## src/rtl/weight_bank_pkg.sv

```systemverilog
// Shared types and helpers for the loadable multi-channel weight memory.
package weight_bank_pkg;

    // Load phase fills the banks; ready phase serves read requests.
    typedef enum logic [0:0] {
        LOAD  = 1'b0,
        READY = 1'b1
    } wb_state_e;

    // Channel counter needs at least one bit, even for a single channel.
    function automatic int ch_cnt_width(input int num_channels);
        int w;
        if (num_channels > 1) begin
            w = $clog2(num_channels);
        end else begin
            w = 1;
        end
        return w;
    endfunction

endpackage

```

## src/rtl/weight_bank_ram.sv

```systemverilog
// One single-port weight bank with a registered read port.
// The read register only updates when read enable is high, so a stalled
// consumer keeps seeing the same word. This is the technology-specific
// piece: swap the behavioural array for an SRAM macro of matching shape.
module weight_bank_ram #(
    parameter int ADDR_WIDTH = 6,
    parameter int WORD_SIZE  = 16
) (
    input  logic                  clk_i,
    input  logic                  reset_i,
    input  logic                  we_i,
    input  logic                  re_i,
    input  logic [ADDR_WIDTH-1:0] addr_i,
    input  logic [WORD_SIZE-1:0]  wdata_i,
    output logic [WORD_SIZE-1:0]  rdata_o
);

    logic [WORD_SIZE-1:0] mem_r [0:(2**ADDR_WIDTH)-1];
    logic [WORD_SIZE-1:0] rdata_r;

    // Storage array write; contents are not reset, as in a real SRAM.
    always_ff @(posedge clk_i) begin
        if (we_i) begin
            mem_r[addr_i] <= wdata_i;
        end
    end

    // Registered read, held while read enable is low.
    always_ff @(posedge clk_i) begin
        if (reset_i) begin
            rdata_r <= {WORD_SIZE{1'b0}};
        end else if (re_i) begin
            rdata_r <= mem_r[addr_i];
        end
    end

    assign rdata_o = rdata_r;

endmodule

```

## src/rtl/weight_bank_mem.sv

```systemverilog
// Loadable multi-channel weight memory: streamed fill after reset, then
// NUM_CHANNELS words per address through a valid/ready request port and a
// valid/yumi response port with one-cycle latency.
module weight_bank_mem
    import weight_bank_pkg::*;
#(
    parameter int ADDR_WIDTH   = 6,
    parameter int DEPTH        = 2**ADDR_WIDTH,
    parameter int WORD_SIZE    = 16,
    parameter int NUM_CHANNELS = 4,
    parameter int LAYER_NUMBER = 1
) (
    input  logic                              clk_i,
    input  logic                              reset_i,
    input  logic [WORD_SIZE-1:0]              load_data_i,
    input  logic                              load_valid_i,
    output logic                              load_ready_o,
    output logic                              loaded_o,
    input  logic                              reload_i,
    input  logic [ADDR_WIDTH-1:0]             rd_addr_i,
    input  logic                              rd_valid_i,
    output logic                              rd_ready_o,
    output logic [NUM_CHANNELS*WORD_SIZE-1:0] data_o,
    output logic                              valid_o,
    input  logic                              yumi_i
);

    localparam int                    CW        = ch_cnt_width(NUM_CHANNELS);
    localparam logic [CW-1:0]         CH_LAST   = CW'(NUM_CHANNELS - 1);
    localparam logic [CW-1:0]         CH_ONE    = CW'(1);
    localparam logic [ADDR_WIDTH-1:0] ADDR_LAST = ADDR_WIDTH'(DEPTH - 1);
    localparam logic [ADDR_WIDTH-1:0] ADDR_ONE  = ADDR_WIDTH'(1);
    localparam logic [ADDR_WIDTH:0]   DEPTH_L   = (ADDR_WIDTH + 1)'(DEPTH);

    wb_state_e                 state_r;
    wb_state_e                 state_nxt_s;
    logic [CW-1:0]             ch_cnt_r;
    logic [ADDR_WIDTH-1:0]     addr_cnt_r;
    logic                      valid_r;
    logic                      oor_r;
    logic                      oor_s;
    logic                      load_ready_s;
    logic                      loaded_s;
    logic                      load_fire_s;
    logic                      last_word_s;
    logic                      rd_ready_s;
    logic                      rd_fire_s;
    logic [ADDR_WIDTH-1:0]     bank_addr_s;
    logic [NUM_CHANNELS-1:0]   bank_we_s;
    logic [WORD_SIZE-1:0]      bank_rdata_s [NUM_CHANNELS];

    // A word arriving together with reload is dropped: reload restarts the
    // fill at word 0 and that word would otherwise land at the old position.
    assign load_fire_s = load_valid_i & load_ready_s & ~reload_i;
    assign last_word_s = load_fire_s & (ch_cnt_r == CH_LAST) & (addr_cnt_r == ADDR_LAST);
    assign rd_ready_s  = (state_r == READY) & ~reload_i & (~valid_r | yumi_i);
    assign rd_fire_s   = rd_valid_i & rd_ready_s;
    assign oor_s       = ({1'b0, rd_addr_i} >= DEPTH_L);

    // State register.
    always_ff @(posedge clk_i) begin
        if (reset_i) begin
            state_r <= LOAD;
        end else begin
            state_r <= state_nxt_s;
        end
    end

    // Next-state logic: finish loading on the last word, reload returns to LOAD.
    always_comb begin
        state_nxt_s = state_r;
        case (state_r)
            LOAD: begin
                if (last_word_s) begin
                    state_nxt_s = READY;
                end else begin
                    state_nxt_s = LOAD;
                end
            end
            READY: begin
                if (reload_i) begin
                    state_nxt_s = LOAD;
                end else begin
                    state_nxt_s = READY;
                end
            end
            default: state_nxt_s = LOAD;
        endcase
    end

    // State-decoded outputs.
    always_comb begin
        load_ready_s = 1'b0;
        loaded_s     = 1'b0;
        case (state_r)
            LOAD:    load_ready_s = 1'b1;
            READY:   loaded_s     = 1'b1;
            default: begin
                load_ready_s = 1'b0;
                loaded_s     = 1'b0;
            end
        endcase
    end

    // Fill position: channel counter wraps and carries into the address counter.
    always_ff @(posedge clk_i) begin
        if (reset_i) begin
            ch_cnt_r   <= {CW{1'b0}};
            addr_cnt_r <= {ADDR_WIDTH{1'b0}};
        end else if (reload_i) begin
            ch_cnt_r   <= {CW{1'b0}};
            addr_cnt_r <= {ADDR_WIDTH{1'b0}};
        end else if (load_fire_s) begin
            if (ch_cnt_r == CH_LAST) begin
                ch_cnt_r   <= {CW{1'b0}};
                addr_cnt_r <= addr_cnt_r + ADDR_ONE;
            end else begin
                ch_cnt_r   <= ch_cnt_r + CH_ONE;
            end
        end
    end

    // Response valid and out-of-range flag for the word currently in the banks.
    always_ff @(posedge clk_i) begin
        if (reset_i) begin
            valid_r <= 1'b0;
            oor_r   <= 1'b0;
        end else if ((state_r == READY) && reload_i) begin
            valid_r <= 1'b0;
        end else if (rd_fire_s) begin
            valid_r <= 1'b1;
            oor_r   <= oor_s;
        end else if (yumi_i) begin
            valid_r <= 1'b0;
        end
    end

    // Single-port banks: the fill counter drives the address while loading.
    always_comb begin
        if (state_r == LOAD) begin
            bank_addr_s = addr_cnt_r;
        end else begin
            bank_addr_s = rd_addr_i;
        end
    end

    // Per-bank write enable selected by the channel counter.
    always_comb begin
        bank_we_s = {NUM_CHANNELS{1'b0}};
        for (int c = 0; c < NUM_CHANNELS; c++) begin
            bank_we_s[c] = load_fire_s & (ch_cnt_r == CW'(c));
        end
    end

    for (genvar g = 0; g < NUM_CHANNELS; g++) begin : g_bank
        weight_bank_ram #(
            .ADDR_WIDTH (ADDR_WIDTH),
            .WORD_SIZE  (WORD_SIZE)
        ) u_bank (
            .clk_i   (clk_i),
            .reset_i (reset_i),
            .we_i    (bank_we_s[g]),
            .re_i    (rd_fire_s),
            .addr_i  (bank_addr_s),
            .wdata_i (load_data_i),
            .rdata_o (bank_rdata_s[g])
        );
    end

    // Response data straight from the bank read registers, zeroed when out of range.
    always_comb begin
        data_o = {(NUM_CHANNELS*WORD_SIZE){1'b0}};
        for (int c = 0; c < NUM_CHANNELS; c++) begin
            if (oor_r) begin
                data_o[c*WORD_SIZE +: WORD_SIZE] = {WORD_SIZE{1'b0}};
            end else begin
                data_o[c*WORD_SIZE +: WORD_SIZE] = bank_rdata_s[c];
            end
        end
    end

    assign load_ready_o = load_ready_s;
    assign loaded_o     = loaded_s;
    assign rd_ready_o   = rd_ready_s;
    assign valid_o      = valid_r;

endmodule

```

## config.mk

```make
export PLATFORM = sky130hd
export DESIGN_NAME = weight_bank_mem
export DESIGN_NICKNAME = d
export VERILOG_FILES = /design/src/rtl/weight_bank_pkg.sv /design/src/rtl/weight_bank_ram.sv /design/src/rtl/weight_bank_mem.sv
export SDC_FILE = /design/constraint.sdc
export NUM_CORES = 2
export LEC_CHECK = 0
export CAP_MARGIN = 30
export CORE_AREA = 3 3 575 577
export CTS_CLUSTER_SIZE = 25
export DETAILED_ROUTE_END_ITERATION = 6
export DIE_AREA = 0 0 578 580
export HOLD_SLACK_MARGIN = 0.12
export PLACE_DENSITY_LB_ADDON = 0.08
export REMOVE_ABC_BUFFERS = 1
export SETUP_SLACK_MARGIN = 0.05
export SYNTH_ARGS = -nofsm -noshare
export SYNTH_HDL_FRONTEND = slang
export SYNTH_SLANG_ARGS = --single-unit
export TNS_END_PERCENT = 5
```

## constraint.sdc

```tcl
create_clock -name clk_i -period 4.9 [get_ports clk_i]
set_input_delay 1.47 -clock clk_i [delete_from_list [all_inputs] [get_ports clk_i]]
set_output_delay 1.47 -clock clk_i [all_outputs]
set_load 0.005 [all_outputs]
```

# ---- Yosys cells after proc, flatten, opt, wreduce, memory -nomap -nowiden
# Memory sizes are Yosys's and may differ from the RTL's. A register that Yosys moved wholly into a read port is not among the register bits.
# Cells that the tools add are included.
dict set report op_classes {
  n_addsub 2
  reduce_logical 6
  n_eq_ne 4
  n_bitwise 14
  muxes 17
}
# operator n
set op_table {}
lappend op_table {{1-bit 2-to-1 mux} 14}
lappend op_table {{1-bit bitwise AND} 10}
lappend op_table {{6-bit by 1-bit adder with 6-bit output, second input constant} 1}
lappend op_table {{6-bit == test, second input constant} 1}
lappend op_table {{6-bit 2-to-1 mux} 1}
lappend op_table {{2-bit == test, second input constant} 2}
lappend op_table {{2-bit OR reduction} 2}
lappend op_table {{1-bit NOT} 3}
lappend op_table {{2-bit by 1-bit adder with 2-bit output, second input constant} 1}
lappend op_table {{2-bit by 1-bit == test with 1-bit output, second input constant} 1}
lappend op_table {{2-bit zero test} 1}
lappend op_table {{2-bit 2-to-1 mux} 1}
lappend op_table {{1-bit one-hot mux with 2 select lines} 1}
lappend op_table {{2-bit AND reduction} 1}
lappend op_table {{2-bit nonzero test} 1}
lappend op_table {{1-bit logical AND} 1}
lappend op_table {{1-bit bitwise OR} 1}
dict set report word_totals {
  mem_count 4
  output_inout_bits 68
  inputBits 28
  register_bits 10
  ram_bits 4096
  wordCells 51
}
# memory depth word_bits read_ports rd_clocked_by_memory_dff write_ports line_no
set memory_table {}
lappend memory_table {{g_bank[0].u_bank.mem_r} 64 16 1 1 1 weight_bank_ram.sv:18} ;# logic [WORD_SIZE-1:0] mem_r [0:(2**ADDR_WIDTH)-1];
lappend memory_table {{g_bank[1].u_bank.mem_r} 64 16 1 1 1 weight_bank_ram.sv:18}
lappend memory_table {{g_bank[2].u_bank.mem_r} 64 16 1 1 1 weight_bank_ram.sv:18}
lappend memory_table {{g_bank[3].u_bank.mem_r} 64 16 1 1 1 weight_bank_ram.sv:18}

# ---- Logic depth before layout (Yosys ltp)
dict set report depth {
  ltp_word 7
  mapped_depth 12
  ltp_nobuf 6
}

# ---- Modules after synthesis
# From an unflattened synthesis, not the netlist that was laid out.
dict set report unflattened {
  cells_unflattened 9051
  area_unflattened_um2 162467.1
}
# mod cells_each area_each_um2 n_inst
set modules_own_cells {}
lappend modules_own_cells {weight_bank_ram 2245 40458.8 4}
lappend modules_own_cells {weight_bank_mem 71 631.9 1}

# ---- Worst setup path after synthesis
# Ideal clock, no wire load.
dict set report synth_timing {
  path_kind {input port to flip-flop}
  start {input rd_addr_i[2]}
  end {memory g_bank[1].u_bank.mem_r[22][0] (enable)}
  required_time_ns 4.491
  path_stages 8
  setup_time_ns 0.409
  arrival_ns 3.944
  path_slack_ns 0.547
  path_cell_list {and3_1 clkbuf_1 or2_2 clkbuf_1 buf_1 nand2_1 clkbuf_1 nor3_1}
}
dict set report synth_via {
  elab_chain_len 1
}
# item line_no
set synth_lines {}
lappend synth_lines {{from (decl)} weight_bank_mem.sv:20} ;# input logic [ADDR_WIDTH-1:0] rd_addr_i,
lappend synth_lines {{6-bit 2-to-1 mux} weight_bank_mem.sv:140} ;# if (state_r == LOAD) begin
lappend synth_lines {{to (decl)} weight_bank_ram.sv:18}
# Every way passes these cells.

# ---- Final worst setup path
dict set report layout_timing {
  start {register state_r}
  end {output rd_ready_o}
}
dict set report layout_via {
  elab_chain_len 2
}
# item line_no
set layout_lines {}
lappend layout_lines {{from (decl)} weight_bank_mem.sv:35} ;# wb_state_e state_r;
lappend layout_lines {{from (signal assigned)} weight_bank_mem.sv:65} ;# state_r <= state_nxt_s;
lappend layout_lines {{1-bit bitwise AND (2 in series)} weight_bank_mem.sv:56} ;# assign rd_ready_s = (state_r == READY) & ~reload_i & (~valid_r | yumi_i);
lappend layout_lines {{to (decl)} weight_bank_mem.sv:22} ;# output logic rd_ready_o,
# Every way passes these cells.

==> results.cfg <==
[synthesis]
synth.avg_cell_area_um2 = 16.9
yosysSeqAreaShare_pct = 79.6
synthTopCellsByArea = edfxtp_1 79%, o21ai_0 3.7%, mux2i_1 3.4%
synth.distinct_cells = 59
netlist_area_mm2 = 0.156
synth.largest_area_cell = edfxtp_1
synthCells = 9276
synthDominantCellAreaShare_pct = 78.7
synth_edf_count = 4096
ys_async_sr_fraction_pct = 0
yosys_most_used_dff = edfxtp_1
yosysWarningCount = 0
synth_seq_cells = 4170

[cts]
path_clk_slew_ns = 0.06
postCtsSetupRepairBufs = 0
cts.sinks = 4170
cts_tree = done
cts_root_buffer = clkbuf_16
cts_resized = 0
clockBufferDepth = 4
insertion_delay_ns = 0.97
cts_buffers = 426
cts_hold_buf = 0
h-tree-depth = 5

[detailed_routing]
wl_met3_mm = 46.8
viasPerCell = 6.40
detail-route-antenna-nets = 0
wl_per_cell_um = 34.0
routed_wl_mm = 503
drcViolationCount = 4
route.met2.wl_mm = 238
met1Wirelength_mm = 203
routed.top_layer = met5
dr.pass1.iters = 7
first_iter_violations = 13900
vias = 94900

[place]
hpwlAfterDp_mm = 294
gp_congestion = 0.846
pre_cts_slack_ns = -0.389
dp_cells = 14000
dpl_cell_area_mm2 = 0.172
numPortBuffers = 95

[sta]
slew_headroom_pct = 12.2
slew_violations = 0
hold_viol = 0
fin_hold_ws_ns = 0.508
rsz0062_at_grt = false
finalCritPeriodShare_pct = 90.0
layout_setup_ws_ns = 0.491
clock_skew_ns = 0.0300
setup_viol = 0
min_period_ns = 4.41
fmax_ghz = 0.227
worst_pin_slew_ns = 1.32

[global_route]
grt_pass1_vias = 92500
grt_usage_pct = 29.5
grt_first_pass_wirelength_mm = 709
antenna_found_initial = 26
overflow = 0
grt_max_degree = 124

[floorplan]
die_area_mm2 = 0.335
dieHeight_um = 580
start_util_pct = 47.9
io_pins = 96
rows = 210
core_area_mm2 = 0.327
dieWidth_um = 578

[final_layout]
seq_area_mm2 = 0.124
area_growth_pct = 18.5
instances_no_fill = 14800
layout_common_cells = 4096 x edfxtp_1, 1150 x o21ai_0, 698 x buf_4
n_fill_cell = 25100
final_layout_size_suffix_gt1_share_pct = 16.4
multiInputGateArea_mm2 = 0.0294
design_area_mm2 = 0.185
layout_commonest_cell = edfxtp_1
layout.nets = 10200

[worst_setup_path]
worst-path-buf-inv = 2
cp-end-kind = output pin
cpPeakStageDelay_ns = 0.69
slowest_stage = dfxtp_2
cp_max_fo = 24
required_ns = 3.43
cp_cell_sequence = buf_4 -> nand2b_1 -> nor2_1 -> clkdlybuf4s50_1
critPathKind = reg -> out
worstPathArrival_ns = 2.94
path_delay_family = buffers and inverters
start_kind = flop

[run_status]
violations = design-rule violations
status = finished, violations left

[min_path]
hold_path_class = reg -> reg

[pwr]
powerDensity_mw_per_mm2 = 388
p_leak_nw = 56.4
ir_drop_uv = 325

[run]
maxCapViolations = 0
sequential cells by signal (all words and copies together), names as in the netlist:
signal / cells
addr_cnt_r: 6
valid_o: 1
g_bank.u_bank.mem_r: 4096
g_bank.u_bank.rdata_o: 64
state_r: 1
ch_cnt_r: 2
synthesized netlist by cell type (47+ instances only):
library cell	instances
nor2_1	303
a22oi_1	354
nand2_1	504
clkbuf_1	448
a222oi_1	330
a31oi_1	254
edfxtp_1	4096
nor4_1	58
mux2i_1	535
dfxtp_1	74
o2111ai_1	48
a21o_1	47
o21ai_0	1150
nand4_1	69
and3_1	60
and4_1	255
a311oi_1	48
buf_2	185
o22ai_1	266
path summary, 6_finish.rpt:
path                               startpoint                            end  slack [ns]  cells past startpoint
setup reg to reg                addr_cnt_r[0]  g_bank[1].u_bank.mem_r[35][8]        0.96                      7
hold reg to reg   g_bank[3].u_bank.rdata_o[4]    g_bank[3].u_bank.rdata_o[4]        0.51                      2
hold / removal    g_bank[3].u_bank.rdata_o[4]    g_bank[3].u_bank.rdata_o[4]        0.51                      2
setup / recovery                      state_r                     rd_ready_o        0.49                      4
cell families after synthesis:
family	count (synthesis)	share of synthesized area (%)
compound gates	2544	10.6
xor+xnor	4	0.0224
fa+ha+maj	5	0.0400
buf+inv	692	1.88
flops	4170	79.6
mux	540	3.46
simple gates	1321	4.44
power breakdown:
part           internal (mW)  switching [mW]
clock                   18.5            13.5
combinational          0.122           0.771
sequential              39.2         0.00248
total                   57.7            14.2
metrics by stage:
step | total power [mW] | setup TNS, ns | util (%)
floorplan | 39.9 | - | -
global placement | 40.8 | -25.20 | 52.6
detailed placement | 40.8 | -30.10 | 52.6
CTS | 72.4 | 0 | 56.8
global route | 73.8 | 0 | 56.8
finish | 72.0 | 0 | 56.8
layer usage:
layer	up-vias	GRT usage [%]
met4	10	8.55
met5	-	0
met1	49500	42.0
met2	5028	47.0
met3	753	4.91
li1	39700	-
cell type report:
class	count	area share [%]
Sequential cell	4170	67.1
Multi-Input combinational cell	4414	15.9
Timing Repair Buffer	1101	6.66
Clock buffer	570	6.25
Tap cell	4346	2.93
Clock inverter	220	1.12
Inverter	4	0.00810
Antenna cell	5	0.00675
worst min-delay path: stages (launching register included):
cell      delay [ns]
dfxtp_1         0.32
nor2_1          0.10
a311oi_1        0.05
Note: power is estimated with default switching activity, not from simulation.
